`config.mk`:
```
export PLATFORM = sky130hd
export DESIGN_NAME = pipe_hazard_ctrl
export DESIGN_NICKNAME = d
export VERILOG_FILES = /design/src/rtl/pipe_hazard_ctrl.sv
export SDC_FILE = /design/constraint.sdc
export NUM_CORES = 1
export LEC_CHECK = 0
export ABC_AREA = 1
export CAP_MARGIN = 20
export CORE_MARGIN = 1
export CORE_UTILIZATION = 37
export CTS_CLUSTER_SIZE = 28
export DETAILED_ROUTE_END_ITERATION = 8
export GPL_TIMING_DRIVEN = 0
export HOLD_SLACK_MARGIN = 0.02
export PLACE_DENSITY_LB_ADDON = 0.1
export SYNTH_ARGS = -nofsm -noshare
export SYNTH_HDL_FRONTEND = slang
export SYNTH_SLANG_ARGS = --single-unit
```
`constraint.sdc`:
```
create_clock -name clk -period 1.3 [get_ports clk]
set_input_delay 0.13 -clock clk [delete_from_list [all_inputs] [get_ports clk]]
set_output_delay 0.13 -clock clk [all_outputs]
set_load 0.02 [all_outputs]
```
`src/rtl/pipe_hazard_ctrl.sv`:
```
// Hazard/stall sequencer for the 5-stage pipeline: load-use bubbles, EX redirects, dmem waits.
// Optional perf counters are built only when HAZ_PERF_CNT_EN is defined.
module pipe_hazard_ctrl #(
    parameter int LU_BUBBLES  = 1,
    parameter int MEM_TIMEOUT = 255
) (
    input  logic        clk,
    input  logic        rst_n,
    input  logic [4:0]  rs_ID,
    input  logic [4:0]  rt_ID,
    input  logic        uses_rt_ID,
    input  logic        MemRead_EX,
    input  logic [4:0]  writeAddr_EX,
    input  logic        branch_taken_EX,
    input  logic        Jump_EX,
    input  logic        dmem_req,
    input  logic        dmem_ready,
    output logic        stall_IF,
    output logic        stall_ID,
    output logic        bubble_EX,
    output logic        hold_EX,
    output logic        flush_ID,
    output logic        redirect,
    output logic        mem_err,
    output logic [15:0] stall_cycles,
    output logic [15:0] flush_cycles
);

    typedef enum logic [1:0] {
        ST_RUN     = 2'd0,
        ST_LOADUSE = 2'd1,
        ST_MEMWAIT = 2'd2
    } state_t;

    localparam logic [2:0] LU_LOAD  = 3'(LU_BUBBLES - 1);
    localparam logic [7:0] WAIT_MAX = 8'(MEM_TIMEOUT);

    state_t      state_r, state_s;
    state_t      saved_r, saved_s;
    state_t      base_s;
    logic [2:0]  bub_cnt_r, bub_cnt_s;
    logic [7:0]  wait_cnt_r, wait_cnt_s;
    logic        mem_err_r, mem_err_s;

    logic        lu_hit_s, mw_s, redir_s, timeout_s, mw_eff_s;
    logic        stall_if_s, stall_id_s, bubble_ex_s, hold_ex_s, flush_id_s, redirect_s;

    assign lu_hit_s  = MemRead_EX && (writeAddr_EX != 5'd0) &&
                       ((writeAddr_EX == rs_ID) || (uses_rt_ID && (writeAddr_EX == rt_ID)));
    assign mw_s      = dmem_req && !dmem_ready;
    assign redir_s   = branch_taken_EX || Jump_EX;
    // A timed-out access is released for one cycle as if the memory had answered.
    assign timeout_s = mw_s && (state_r == ST_MEMWAIT) && (wait_cnt_r >= WAIT_MAX);
    assign mw_eff_s  = mw_s && !timeout_s;

    // Behavioural state underneath a memory wait: the state that was interrupted.
    always_comb begin
        if (state_r == ST_MEMWAIT) begin
            base_s = saved_r;
        end else begin
            base_s = state_r;
        end
    end

    // Next-state and control-output decode with mw > redirect > load-use priority.
    always_comb begin
        stall_if_s  = 1'b0;
        stall_id_s  = 1'b0;
        bubble_ex_s = 1'b0;
        hold_ex_s   = 1'b0;
        flush_id_s  = 1'b0;
        redirect_s  = 1'b0;
        state_s     = state_r;
        saved_s     = saved_r;
        bub_cnt_s   = bub_cnt_r;
        wait_cnt_s  = wait_cnt_r;
        mem_err_s   = mem_err_r;
        if (mw_eff_s) begin
            stall_if_s = 1'b1;
            stall_id_s = 1'b1;
            hold_ex_s  = 1'b1;
            state_s    = ST_MEMWAIT;
            saved_s    = base_s;
            wait_cnt_s = wait_cnt_r + 8'd1;
        end else begin
            wait_cnt_s = 8'd0;
            saved_s    = ST_RUN;
            if (timeout_s) begin
                mem_err_s = 1'b1;
            end else begin
                mem_err_s = mem_err_r;
            end
            if (redir_s) begin
                redirect_s  = 1'b1;
                flush_id_s  = 1'b1;
                bubble_ex_s = 1'b1;
                state_s     = ST_RUN;
                bub_cnt_s   = 3'd0;
            end else begin
                case (base_s)
                    ST_LOADUSE: begin
                        stall_if_s  = 1'b1;
                        stall_id_s  = 1'b1;
                        bubble_ex_s = 1'b1;
                        if (bub_cnt_r <= 3'd1) begin
                            state_s   = ST_RUN;
                            bub_cnt_s = 3'd0;
                        end else begin
                            state_s   = ST_LOADUSE;
                            bub_cnt_s = bub_cnt_r - 3'd1;
                        end
                    end
                    ST_RUN: begin
                        if (lu_hit_s) begin
                            stall_if_s  = 1'b1;
                            stall_id_s  = 1'b1;
                            bubble_ex_s = 1'b1;
                            if (LU_BUBBLES > 1) begin
                                state_s   = ST_LOADUSE;
                                bub_cnt_s = LU_LOAD;
                            end else begin
                                state_s   = ST_RUN;
                                bub_cnt_s = 3'd0;
                            end
                        end else begin
                            state_s = ST_RUN;
                        end
                    end
                    default: begin
                        state_s   = ST_RUN;
                        bub_cnt_s = 3'd0;
                    end
                endcase
            end
        end
    end

    // Sequencer state, counters and sticky error flag.
    always_ff @(posedge clk or negedge rst_n) begin
        if (!rst_n) begin
            state_r    <= ST_RUN;
            saved_r    <= ST_RUN;
            bub_cnt_r  <= 3'd0;
            wait_cnt_r <= 8'd0;
            mem_err_r  <= 1'b0;
        end else begin
            state_r    <= state_s;
            saved_r    <= saved_s;
            bub_cnt_r  <= bub_cnt_s;
            wait_cnt_r <= wait_cnt_s;
            mem_err_r  <= mem_err_s;
        end
    end

    // Gating with rst_n forces the controls quiet the moment reset is applied.
    assign stall_IF  = rst_n & stall_if_s;
    assign stall_ID  = rst_n & stall_id_s;
    assign bubble_EX = rst_n & bubble_ex_s;
    assign hold_EX   = rst_n & hold_ex_s;
    assign flush_ID  = rst_n & flush_id_s;
    assign redirect  = rst_n & redirect_s;
    assign mem_err   = mem_err_r;

`ifdef HAZ_PERF_CNT_EN
    logic [15:0] stall_cnt_r, flush_cnt_r;
    logic        lu_evt_s, rd_evt_s;

    assign lu_evt_s = bubble_ex_s & ~redirect_s;
    assign rd_evt_s = redirect_s;

    // Saturating perf counters for load-use bubble and redirect cycles.
    always_ff @(posedge clk or negedge rst_n) begin
        if (!rst_n) begin
            stall_cnt_r <= 16'd0;
            flush_cnt_r <= 16'd0;
        end else begin
            if (lu_evt_s && (stall_cnt_r != 16'hFFFF)) begin
                stall_cnt_r <= stall_cnt_r + 16'd1;
            end
            if (rd_evt_s && (flush_cnt_r != 16'hFFFF)) begin
                flush_cnt_r <= flush_cnt_r + 16'd1;
            end
        end
    end

    assign stall_cycles = stall_cnt_r;
    assign flush_cycles = flush_cnt_r;
`else
    assign stall_cycles = 16'd0;
    assign flush_cycles = 16'd0;
`endif

endmodule
```
-- After elaboration in Yosys (flattened, before gate mapping)
Index checks and enable logic that the tools add are counted.
- register bits after elaboration: 16
- input port bits: 23
- output and inout bits: 39
- logic and storage cells: 54
- add/sub/neg operators: 2
- $lt $le $gt $ge: 2
- eq/ne operators: 5
- multiplexer cells: 20
- bitwise gates (word level): 5
- reductions and logical operators: 15
- operators by type and width (operator ; count):
    $eq A5 B5 Y1 ; 2
    $mux W2 ; 5
    $mux W1 ; 9
    $mux W3 ; 3
    $add A8 B1 Y8 const B ; 1
    $ge A8 B8 Y1 const B ; 1
    $mux W8 ; 1
    $logic_and A1 B1 Y1 ; 7
    $pmux W3 S2 ; 1
    $reduce_bool A5 Y1 ; 1
    $and A1 B1 Y1 ; 4
    $reduce_and A2 Y1 ; 2
    $le A3 B1 Y1 const B ; 1
    $ne A3 B3 Y1 const B ; 1
    $sub A3 B1 Y3 const B ; 1
    $eq A2 B1 Y1 const B ; 1
    $eq A2 B2 Y1 const B ; 1
    $logic_not A1 Y1 ; 2
    $logic_not A2 Y1 ; 1
    $logic_or A1 B1 Y1 ; 2
    $pmux W1 S2 ; 1
    $not A1 Y1 ; 1

-- Logic depth before layout (Yosys ltp)
Gate-level depths: netlist of the first run.
- depth in word-level cells: 9
- depth in mapped cells: 11
- depth with buffers taken out: 11

-- Worst setup path before layout of the first run
OpenSTA, ideal clock, no wires.
- kind: register to output
- from: register wait_cnt_r[0]
- to: output stall_IF
- arrival time: 1.828 ns
- required time: 1.170 ns
- setup slack: -0.658 ns
- stages on the path, launching flop included: 9
- path buffers: 2
- cells stage by stage: dfrtp_1 > ha_1 > nand2_2 > nor2_4 > nand4_2 > nand2_2 > buf_6 > o21ai_0 > buf_4
- longest elaborated chain between the ends: 6
- RTL lines (what ; line ; source):
    start: declaration ; 42 ; logic [7:0] wait_cnt_r, wait_cnt_s;
    start signal: assignment ; 150 ; wait_cnt_r <= wait_cnt_s;
    $ge A8 B8 Y1 ; 53 ; assign timeout_s = mw_s && (state_r == ST_MEMWAIT) && (wait_cnt_r >= WAIT_MAX);
    $logic_and A1 B1 Y1 ; 53 ;
    $logic_not A1 Y1 ; 54 ; assign mw_eff_s = mw_s && !timeout_s;
    $logic_and A1 B1 Y1 ; 54 ;
    $mux W1 ; n/a ;
    $and A1 B1 Y1 ; n/a ;
    end: declaration ; 18 ; output logic stall_IF,
No other way between the ends.

-- Worst setup path in the final report of the first run
- from: register wait_cnt_r[0]
- to: output redirect
- longest elaborated chain between the ends: 6
- RTL lines (what ; line ; source):
    $ge A8 B8 Y1 ; 53 ;
    $logic_and A1 B1 Y1 ; 53 ;
    $logic_not A1 Y1 ; 54 ;
    $logic_and A1 B1 Y1 ; 54 ;
    $mux W1 ; 78 ; if (mw_eff_s) begin
    $and A1 B1 Y1 ; 161 ; assign redirect = rst_n & redirect_s;
    end: declaration ; 23 ; output logic redirect,
No other way between the ends.

==> results of run 1 <==
==> cell type report <==
class | instances | share of cell area [%]
timing repair buffer | 43 | 20.87
buffer | 35 | 13.81
sequential | 16 | 20.18
inverter | 30 | 5.864
multi-input combinational | 135 | 35.25
tap | 46 | 2.900
clock buffer | 3 | 1.135
==> worst min path at each step <==
| stage | start | endpoint | slack (ns) | cells after the start |
|---|---|---|---|---|
| global route | mem_err | mem_err | 0.52 | 2 |
| floorplan | rst_n | bub_cnt_r[0] | -0.17 | 0 |
| detailed placement | mem_err | mem_err | 0.45 | 2 |
| finish | mem_err | mem_err | 0.46 | 2 |
| global placement | mem_err | mem_err | 0.45 | 2 |
| CTS | rst_n | wait_cnt_r[7] | 0.09 | 1 |
==> cell families after synthesis <==
| family | count (synthesis) | synth area share (%) |
|---|---|---|
| other | 1 | 0.2890 |
| adders and majority gates | 3 | 2.893 |
| DFF | 16 | 30.86 |
| buffers and inverters | 65 | 29.22 |
| AOI/OAI and AO/OA | 15 | 6.557 |
| and+or+nand+nor | 83 | 28.83 |
| xor gates and xnor gates | 2 | 1.350 |
==> synth_stat cells <==
| master | instances |
|---|---|
| nor2_1 | 16 |
| inv_1 | 28 |
| o21ai_0 | 6 |
| a21oi_2 | 1 |
| a21oi_1 | 4 |
| dfrtp_1 | 16 |
| ha_1 | 3 |
| and3_1 | 1 |
| xor2_1 | 1 |
| and2_2 | 1 |
| nand4_2 | 1 |
| nand2_2 | 4 |
| nor3_2 | 2 |
| or2_0 | 1 |
| nand2_1 | 46 |
| buf_4 | 34 |
| o21ai_2 | 1 |
| clkinv_1 | 1 |
| o21ai_1 | 1 |
| nand4_1 | 1 |
| nor2_2 | 1 |
| xnor2_1 | 1 |
| inv_2 | 1 |
| nand3_1 | 5 |
| buf_6 | 1 |
| nor3_1 | 3 |
| nor2_4 | 1 |
| a31oi_1 | 2 |
| conb_1 | 1 |
==> power groups by stage <==
stage               logic (mW)  registers [mW]  clock network (mW)
global route             0.460           0.505               0.296
floorplan                0.257           0.514                   0
CTS                      0.393           0.505               0.272
finish                   0.415           0.505               0.257
detailed placement       0.375           0.515                   0
global placement         0.375           0.515                   0
==> layer usage <==
metal  vias up  track usage (%)  wire length [um]
met1       483            20.57              1225
met5         -                0                 0
li1        653                -                 -
met3         0            4.622               176
met4         0            1.948                 0
met2        37            21.27              1161
==> stage by stage <==
stage          std cells  power, mW  instance area [um^2]
2_1_floorplan        216     0.7710                  1444
3_3_place_gp         291     0.8904                  1792
3_5_place_dp         291     0.8903                  1792
4_1_cts              302      1.169                  1884
5_1_grt              308      1.262                  1984
6_report             308      1.177                  1984
==> repair_timing <==
item | CTS | global route
hold endpoints to repair | 0 | 16
resized for setup | 41 | 21
pin swaps | 5 | 1
buffers inserted | 8 | 5
setup endpoints to repair | 20 | 21
hold buffers | 0 | 1
==> worst reg2reg max path: stages, from the launching register on <==
cell and delay (ns):
dfrtp_1 0.36, ha_2 0.19, nand2_2 0.07, nor2_4 0.11
nand4_2 0.11, nand2_2 0.12, buf_8 0.13, buf_4 0.11
buf_6 0.10, buf_6 0.12, nor3_2 0.04
==> sequential cells by signal, indices dropped and copies added, names as in the netlist <==
register / count
wait_cnt_r: 8
bub_cnt_r: 3
saved_r: 2
state_r: 2
mem_err: 1
==> results.txt, run 1 <==
- Run status: finished with violations
* Violated checks: negative setup slack
- No sink is reached through more buffers than the 2 on the longest clock path.
* Synth-to-Final Area Change: 52.94%
- The clock network is responsible for 21.8% of the overall power.
- Reported leakage power: 1.138 nW
- Number of distinct library cells after synthesis: 29
- STA classifies the critical path startpoint as a flop.
- Cell depth of the worst flop-to-flop path: 10
- The worst hold path belongs to the class flop to flop.
- Largest delay share family, worst path: simple AND/OR/NAND/NOR gates
- Initial core utilization: 38.88%
* Commonest non-fill, non-tap cell in the layout: nand2_1
- Filler cell count in the final layout: 330
- Worst Setup Path Type: flop to output pin
- The core region is 0.003337 mm^2.
- Leading post-synthesis cells by cell area: dfrtp_1 31%, buf_4 20%, nand2_1 13%, inv_1 8.1%, nor2_1 4.6%
- The most critical setup path has its startpoint at wait_cnt_r[0].
* Top-Level Pins: 62
- The number of antenna diodes in the final layout is 0.
* All-layer global routing usage: 14.27%
- Data arrives at the worst endpoint at 1.69 ns.
- The first global-routing pass estimated 4.002 mm of wire.
- The number of hold-slack violations in the final timing report is 0.
* DIE WIDTH: 61.22 um
- Power spread over the standard cell area amounts to 593.1 mW/mm^2.
- Worst IR Drop VDD: 0.0004585 V
- The biggest area contributor in the post-synthesis netlist is dfrtp_1.
* Comb pwr share: 35.3%
- Clock latency on the worst-skew pair, taken at its later pin, is 0.28 ns.
- In this run the worst setup path terminates at redirect.
- Sum of routed wire length over all layers: 2.563 mm
- The synthesized design contains 16 register bits.
- Each instance of the synthesized netlist takes up on average 7.013 um^2.
- Top-area cell type share of the netlist area: 30.86%
- Sequential area share after synthesis: 30.86%
- Across all setup checks in the final design, the least slack found is -0.5242 ns.
- Sequential cell fraction of total power: 42.9%
* Detailed router's first-iteration violation count: 19
* Count of buffering cells on the critical path with inverters included: 3
- The setup check on the worst reg-to-reg path leaves a slack of -0.24 ns.
- Crit-path max cell delay: 0.36 ns
- Levels on crit path: 10
- The first detailed-routing pass took 4 iterations.
- Across the run, the number of max-cap violations was 0.
* Register Area: 400.4 um^2
- At the pin with the least slew margin, the transition time is 0.7312 ns.
- Source of the worst register-to-register timing path: wait_cnt_r[0]
- On the critical path, the stage with the largest delay is an instance of dfrtp_1.
* Clock tree from TritonCTS: done
- On the final layout, the worst clock skew is 0.004449 ns.
- Setup repair after global routing could not meet its margin everywhere.
- Root buffer cell: clkbuf_4
- Die area: 0.003747 mm^2
* Die boundary height: 61.22 um
- STA classifies the critical path endpoint as an output pin.
- Clock-pin slew was measured on the worst setup and hold paths at 0.09 ns.
- Switching share of power: 31.00%
- For this run, the share of the core covered by cells in the final layout is 59.47%.
- Destination of the worst register-to-register timing path: wait_cnt_r[6]
- CTS built an H-tree with a depth of 1.
- After technology mapping, the gate count stands at 185.
- In this run the remaining antenna-violating nets after routing total 0.
* Number of remaining DRC errors: 0
* Input/output buffers: 29
- Dividing the detail-routed via count by the number of cells gives 3.808.
- Cell chain of the critical path: ha_2, nand2_2, nor2_4, nand4_2, nand2_2, buf_8, nand2_4, nor2_4, buf_6, buf_6
- In the layout the commonest cells are 45 x nand2_1, 41 x buf_4, 32 x conb_1, 25 x inv_1.
- Post-Route Hold Slack: 0.4635 ns
- YS warnings: 0
- Setup total negative slack on the finished layout was measured at -5.655 ns.
* Placement Rows: 21
- Overflow left after global routing: 0
- Based on the critical path, the design can be clocked at up to 548.2 MHz.
- Number of antenna violations at the first check in global routing: 0
* Final setup violation count: 21
- Clock sink count: 16
* Post-route minimum period: 1.824 ns
* Pre-CTS WS: -1.192 ns
* Share of cells above drive strength 1: 32.82%
- Multi-input combinational cell area: 699.4 um^2
- The count of final max-slew check failures was 0.
- Post-DP HPWL: 1.903 mm
- Routability-driven placement congestion ratio: 0.8134
- Final routed wire length divided by cell count: 8.321 um
- Number of vias after detailed routing: 1,173
- Via count of the first global-routing pass: 911
- Top fanout value on the critical path: 4
- Final layout net count: 290
* Cts bufs inserted: 3
- The internal portion of the total power is 0.8121 mW.
- Data required time of the worst path: 1.17 ns
- In this run the cell area of the synthesized design comes to 0.001297 mm^2.
- In the finished design, the share of the clock period the worst path needs comes to 140.3%.
* Max-slew headroom at the worst pin: 51.09%
- The analysis attributes to net switching a power of 0.3649 mW.
- Entering global routing, the biggest net connects 20 pins.
(Power assumes the default switching activity.)
==> inputs of run 2 (changes only) <==
--- a/config.mk
+++ b/config.mk
@@ -7,6 +7,7 @@
 export LEC_CHECK = 0
 export ABC_AREA = 1
 export CAP_MARGIN = 20
+export CORE_ASPECT_RATIO = 1.2
 export CORE_MARGIN = 1
 export CORE_UTILIZATION = 37
 export CTS_CLUSTER_SIZE = 28
@@ -17,3 +18,4 @@
 export SYNTH_ARGS = -nofsm -noshare
 export SYNTH_HDL_FRONTEND = slang
 export SYNTH_SLANG_ARGS = --single-unit
+export TNS_END_PERCENT = 5
==> results.txt, run 2 (synthesis gave the netlist of run 1 again) <==
- Run status: finished with violations
- Violated checks: negative setup slack
- Final Hold Violating Endpoints: 0 (unchanged)
- Synth-to-Final Area Change: 48.02%
- The worst setup path is of the flop to output pin kind.
- The mean routed wirelength per cell was 8.474 um (+1.8%).
- In this run the worst hold path is classified as flop to flop.
- TritonCTS built the clock tree.
- Number of remaining DRC errors: 0 (unchanged)
- Antenna Diode Count: 0 (unchanged)
* Clock sink count: 16 (unchanged)
- Post-route minimum period: 1.763 ns (-0.06157 ns)
- The number of rows in the core area came to 23 (+9.5%).
- The worst-margin pin slew came to 0.7073 ns (-0.02396 ns).
* Input/output buffers: 29 (unchanged)
* Data required time of the worst path: 1.17 ns (about the same)
- The number of antenna-violating nets in the routed design was 0 (unchanged).
* Switching share of power: 28.87% (-2.1 points)
* Via count of the first global-routing pass: 1,006 (+10%)
- Number of flip-flops under the largest register name: 8 (unchanged)
* Register Area: 400.4 um^2 (unchanged)
* Routability-driven placement congestion ratio: 0.7418 (-8.8%)
- The clock transition time at the flip-flop clock pins of the worst setup and hold paths is 0.07 ns (-0.02 ns).
* Ratio of routed vias to standard cells: 3.973 (+4.3%)
- Worst Setup Slack, final: -0.4626 ns (+0.06157 ns)
- The detailed-route via count is 1,164 (-0.77%).
* Fmax: 567.3 MHz (+3.5%)
- Clock network fraction of total power: 33.4% (+12 points)
- The relative slew slack came to 52.69% (+1.6 points).
- Clk_skew: 0.002585 ns (-0.001864 ns)
- H-Tree Level Count: 1 (unchanged)
- The share of power burned in combinational logic is 29.0% (-6.3 points).
- The maximum resistive drop on vdd came to 0.0008453 V (+84%).
* Maximum number of pins on one net before global-route repair: 20 (unchanged)
- Internal power consumption: 0.9557 mW (+18%)
* Top-Level Pins: 62 (unchanged)
- The core box area was 0.003338 mm^2 (about the same).
* Share of cells above drive strength 1: 30.08% (-2.7 points)
- Cts bufs inserted: 3 (unchanged)
* Critical path startpoint category: flop
- More flip-flops sit in one register than any other, and that register is wait_cnt_r.
- Filler cell count in the final layout: 343 (+3.9%)
* Sequential cell fraction of total power: 37.6% (-5.3 points)
- Reported leakage power: 1.081 nW (-5.1%)
- The HPWL after detailed placement is 1.831 mm (-3.8%).
- Critical path endpoint category: output pin
* Pre-CTS WS: -1.167 ns (+0.02565 ns)
- The final-stage net count was 283 (-2.4%).
- Setup repair after global routing could not meet its margin everywhere.
- The data arrival time of the critical path was 1.63 ns (-0.06 ns).
* Placed Instances: 282 (-3.1%)
- The length of the first detailed-routing pass in iterations was 4 (unchanged).
- Most frequent cells in the layout: 44 x nand2_1, 38 x buf_4, 32 x conb_1, 26 x inv_1, 16 x dfrtp_1
- The largest registers in the layout are wait_cnt_r: 8 flops, bub_cnt_r: 3 flops.
- Final period utilization: 135.6% (-4.7 points)
- Die boundary height: 66.87 um (+9.2%)
- All-layer global routing usage: 14.02% (-0.25 points)
- The maximum number of buffers from clock root to sink came to 2 (unchanged).
- The global-route wire length before repair came to 4.126 mm (+3.1%).
* Worst-Skew Late Latency: 0.25 ns (-0.03 ns)
- Sum of routed wire length over all layers: 2.483 mm (-3.1%)
- Overflow left after global routing: 0 (unchanged)
- In this run the clock root is driven by a clkbuf_8.
- Ratio of total power to cell area: 699.6 mW/mm^2 (+18%)
- The switching power summed over all nets is 0.3879 mW (+6.3%).
- Leaving out fill and tap cells, the most frequent cell in the layout is nand2_1.
- Slew Limit Fails: 0 (unchanged)
- The DRC violation total after the first TritonRoute iteration came to 24 (+5).
- Number of antenna violations at the first check in global routing: 0 (unchanged)
- Multi-input combinational cell area: 696.9 um^2 (-0.36%)
- Die area: 0.003749 mm^2 (about the same)
- Cell Count, Final, Fillers Out: 293 (-4.9%)
- DIE WIDTH: 56.06 um (-8.4%)
* Initial core utilization: 38.87% (about the same)
* Number of maximum-capacitance violations: 0 (unchanged)
- Final setup violation count: 19 (-9.5%)
- The maximum fanout count along the critical path is 5 (+1).
[run 2: changes by cell type in the layout (fill, tap and decap cells not counted), sizes merged]
| cell | previous run | this run |
|---|---|---|
| buf | 54 | 47 |
| dlygate4sd2 | 2 | 6 |
| dlymetal6s2s | 4 | 1 |
| clkbuf | 4 | 5 |
| clkdlybuf4s50 | 16 | 15 |
[run 2: timing repair]
item                                   CTS  global route
gates resized for setup                 52             4
hold buffers                             0             1
endpoints found under the hold margin    0            16
setup endpoints to repair               20            20
pin swaps                                4             1
setup buffers                            6             0
[run 2: power groups by stage]
stage / clock network [mW] / registers (mW) / logic [mW]
floorplan: 0 / 0.514 / 0.257
finish: 0.448 / 0.505 / 0.390
global route: 0.471 / 0.506 / 0.425
CTS: 0.455 / 0.505 / 0.387
global placement: 0 / 0.515 / 0.373
detailed placement: 0 / 0.515 / 0.373
[run 2: cell type report]
| class | count | share of cell area, % |
|---|---|---|
| Buffer | 35 | 14.46 |
| Clock buffer | 4 | 2.866 |
| Inverter | 30 | 5.928 |
| Multi-Input combinational cell | 135 | 36.29 |
| Sequential cell | 16 | 20.85 |
| Tap cell | 37 | 2.410 |
| Timing Repair Buffer | 36 | 17.20 |
[run 2: worst max-delay path: stages (launching register included)]
cell and delay [ns]:
dfrtp_1 0.43, nand2_1 0.09, nor3_2 0.17, nand4_4 0.14
nand2_4 0.10, buf_8 0.12, nand2_4 0.05, nor2_4 0.09
buf_6 0.09, buf_6 0.10
[run 2: through the flow]
step                utilization [%]  setup TNS, ns  cell area (um^2)  power, mW  hold slack, ns
finish                        57.53         -3.513              1921      1.344          0.4622
global route                  57.53         -5.389              1921      1.402          0.5195
detailed placement            53.34         -8.756              1780     0.8886          0.4512
CTS                           57.23         -3.531              1911      1.347          0.1019
global placement              53.34         -8.788              1780     0.8885          0.4482
floorplan                         -        -0.8590              1444     0.7710         -0.1656
[run 2: final timing paths]
path,depth (start not counted),end,startpoint,slack [ns]
setup / recovery,9,redirect,wait_cnt_r[4],-0.46
setup reg to reg,8,bub_cnt_r[1],wait_cnt_r[4],-0.13
min in group asynchronous,2,wait_cnt_r[2],rst_n,0.57
max in group asynchronous,2,saved_r[0],rst_n,0.28
hold reg to reg,2,mem_err,mem_err,0.46
hold / removal,2,mem_err,mem_err,0.46
[run 2: per-layer routing]
metal | vias up | global-route usage (%) | routed length (um)
li1 | 641 | - | -
met1 | 475 | 16.93 | 1089
met2 | 44 | 23.51 | 1129
met3 | 4 | 4.078 | 228
met4 | 0 | 5.488 | 36
met5 | - | 0 | 0
==> inputs of run 3 (changes only) <==
--- a/config.mk
+++ b/config.mk
@@ -9,7 +9,7 @@
 export CAP_MARGIN = 20
 export CORE_ASPECT_RATIO = 1.2
 export CORE_MARGIN = 1
-export CORE_UTILIZATION = 37
+export CORE_UTILIZATION = 41
 export CTS_CLUSTER_SIZE = 28
 export DETAILED_ROUTE_END_ITERATION = 8
 export GPL_TIMING_DRIVEN = 0
==> constraint.sdc (replaced) <==
create_clock -name clk -period 2 [get_ports clk]
set_input_delay 0.2 -clock clk [delete_from_list [all_inputs] [get_ports clk]]
set_output_delay 0.2 -clock clk [all_outputs]
set_load 0.02 [all_outputs]
==> results.txt, run 3 (synthesis gave the netlist of run 1 again) <==
- The via count of the first global-routing pass is 1,033 (+2.7%).
* Ratio of total power to cell area: 430.9 mW/mm^2 (-38%)
* Fin area: 0.001844 mm^2 (-4.0%)
- The initial antenna violation count was 0 (unchanged).
- Wire length of the first global-routing pass: 4.243 mm (+2.8%)
- Critical path endpoint category: output pin
- TritonCTS built the clock tree.
* DIE WIDTH: 53.36 um (-4.8%)
- Antenna Diode Count: 0 (unchanged)
- The routed design could run at a clock period as short as 2.041 ns.
- Overflow left after global routing: 0 (unchanged)
* Cts bufs inserted: 3 (unchanged)
* Die boundary height: 63.63 um (-4.9%)
- Slew Limit Fails: 0 (unchanged)
- The count of input and output buffers came to 29 (unchanged).
- Number of maximum-capacitance violations: 0 (unchanged)
* Detailed-route wire length on metal 1: 1.053 mm (-3.3%)
- The flow ran to the end, but the final reports show violations.
- Buffer depth of the longest clock path: 2 (unchanged)
- Signal routing reaches up to met4.
- Endpoint arrival time on the critical path: 1.84 ns (+0.21 ns)
- The highest cell delay on the worst timing path is 0.38 ns (-0.05 ns).
- The library cell used most frequently in the layout, excluding fill and tap cells, is nand2_1.
* Worst IR Drop VDD: 0.0005520 V (-35%)
- In the final layout, the registers with the most flip-flops are wait_cnt_r: 8 flops, bub_cnt_r: 3 flops.
- Root buffer cell: clkbuf_4
- The per-cell via count in the routed design was 3.976 (about the same).
- The endpoint required time on the critical path is 1.80 ns (+0.63 ns).
- The critical path goes through ha_2, nand2_2, nor2_4, nand4_2, nand2_2, buf_6, nand2_4, nor2_4, buf_6, buf_6.
* Antenna-violating nets left: 0 (unchanged)
* Initial core utilization: 42.85% (+4.0 points)
- The hold-fix buffer count after cts was 0 (unchanged).
- Top-Level Pins: 62 (unchanged)
* Overall power after layout: 0.7947 mW (-41%)
- Amount of wire on met2 after detailed routing: 1.290 mm (+14%)
- All-layer global routing usage: 16.43% (+2.4 points)
* Final routed wire length divided by cell count: 8.735 um (+3.1%)
- The DRC violation total after the first TritonRoute iteration is 17 (-29%).
- Clk_skew: 0.007078 ns (+0.004493 ns)
* Routability-driven placement congestion ratio: 0.7546 (+1.7%)
* Final period utilization: 102.0%
- Static timing analysis puts the maximum clock frequency at 490.1 MHz.
* Actual transition at the worst max-transition pin: 0.8786 ns (+0.1713 ns)
* Post-DP HPWL: 1.990 mm (+8.7%)
* Worst-Skew Late Latency: 0.29 ns (+0.04 ns)
- Most common cell type on the critical path: buf_6
* H-Tree Level Count: 1 (unchanged)
- The relative slew slack came to 41.43% (-11 points).
* Die area: 0.003395 mm^2 (-9.4%)
- The number of hold-slack violations in the final timing report came to 0 (unchanged).
* Reported leakage power: 1.061 nW (-1.8%)
* Filler cell count in the final layout: 304 (-11%)
- Critical path startpoint category: flop
- The core box area came to 0.003028 mm^2 (-9.3%).
* Placement Rows: 22 (-4.3%)
* Met3 routed wirelength: 182 um (-20%)
- The maximum fanout count along the critical path was 6 (+1).
- The top cell types in the final layout, fill and taps aside, are 46 x nand2_1, 39 x buf_4, 32 x conb_1, 28 x inv_1, 19 x clkdlybuf4s50_1.
* Final setup violation count: 2 (-17)
- Total placed instance area: 0.001749 mm^2 (-1.8%)
- Setup repair after global routing missed its margin: yes
- Clock-pin transition on the worst setup and hold timing paths: 0.10 ns (+0.03 ns)
- Number of flip-flops under the largest register name: 8 (unchanged)
- Worst min-delay path category: input pin to asynchronous set/reset pin
* Clock sink count: 16 (unchanged)
* Worst Setup Path Type: flop to output pin
- Sum of routed wire length over all layers: 2.542 mm (+2.4%)
* Violated checks: negative setup slack
- More flip-flops sit in one register than any other, and that register is wait_cnt_r.
- Post-Route Hold Slack: 0.1314 ns (-0.3308 ns)
- The remaining routing DRC violations was 0 (unchanged).
- The length of the first detailed-routing pass in iterations is 4 (unchanged).
* Worst Setup Slack, final: -0.04057 ns (+0.4220 ns)
- The detailed-route via count is 1,157 (-0.60%).
- Critical path's slowest cell: dfrtp_1
* Maximum number of pins on one net before global-route repair: 20 (unchanged)
- The area growth from synthesis to layout is 42.14%.
- The fraction of final layout cells sized beyond drive strength 1 came to 26.27% (-3.8 points).
- The final-stage net count is 282 (-0.35%).
-- run 3: area by class of cell --
cell class | instances | area [um^2] | area share [%]
well taps | 36 | 45.04 | 2.442
plain buffers | 35 | 270.3 | 14.65
inverters | 30 | 112.6 | 6.106
multi-input cells | 135 | 653.1 | 35.41
repair buffers | 35 | 326.6 | 17.71
flip-flops and latches | 16 | 400.4 | 21.71
clock buffers | 4 | 36.28 | 1.967
-- run 3: path summary, 6_finish.rpt --
path | from | to | slack (ns) | depth (start not counted)
max reg2reg | wait_cnt_r[0] | bub_cnt_r[1] | 0.36 | 10
min in group clk | mem_err | mem_err | 0.48 | 2
min | rst_n | wait_cnt_r[2] | 0.13 | 1
min reg2reg | mem_err | mem_err | 0.48 | 2
max | wait_cnt_r[0] | redirect | -0.04 | 10
max in group asynchronous | rst_n | bub_cnt_r[2] | 1.32 | 1
-- run 3: where the power goes --
part	switching, mW	internal (mW)	total [mW]
Combinational	0.130	0.119	0.248
Clock	0.107	0.111	0.218
Sequential	0.00219	0.326	0.328
Total	0.239	0.556	0.795
-- run 3: critical path, delay by kind of cell, from the launching register on --
family	cells	cell delay (ns)
buffers and inverters	3	0.33
AND/OR/NAND/NOR	6	0.65
adder cells (fa/ha/maj)	1	0.20
flip-flops	1	0.38
-- run 3: what timing repair did --
item / in CTS / in global routing
endpoints found under the setup margin: 6 / 6
gates resized for setup: 25 / 13
pin swaps: 2 / 4
buffers inserted: 2 / 4
-- run 3: metal layers --
layer / global-route usage [%] / vias to the layer above
li1: - / 633
met1: 18.68 / 488
met2: 30.00 / 34
met3: 3.865 / 2
met4: 2.961 / 0
met5: 0 / -
-- run 3: per-stage QoR --
stage	cells	util [%]	setup slack [ns]	TNS [ns]
after detailed placement	281	57.77	-0.5430	-2.583
after CTS	287	59.05	-0.06841	-0.07725
after global placement	281	57.77	-0.4966	-2.389
after floorplan	216	-	0.1544	0
final	291	60.91	-0.04057	-0.05516
after global routing	291	60.91	-0.1824	-0.5807
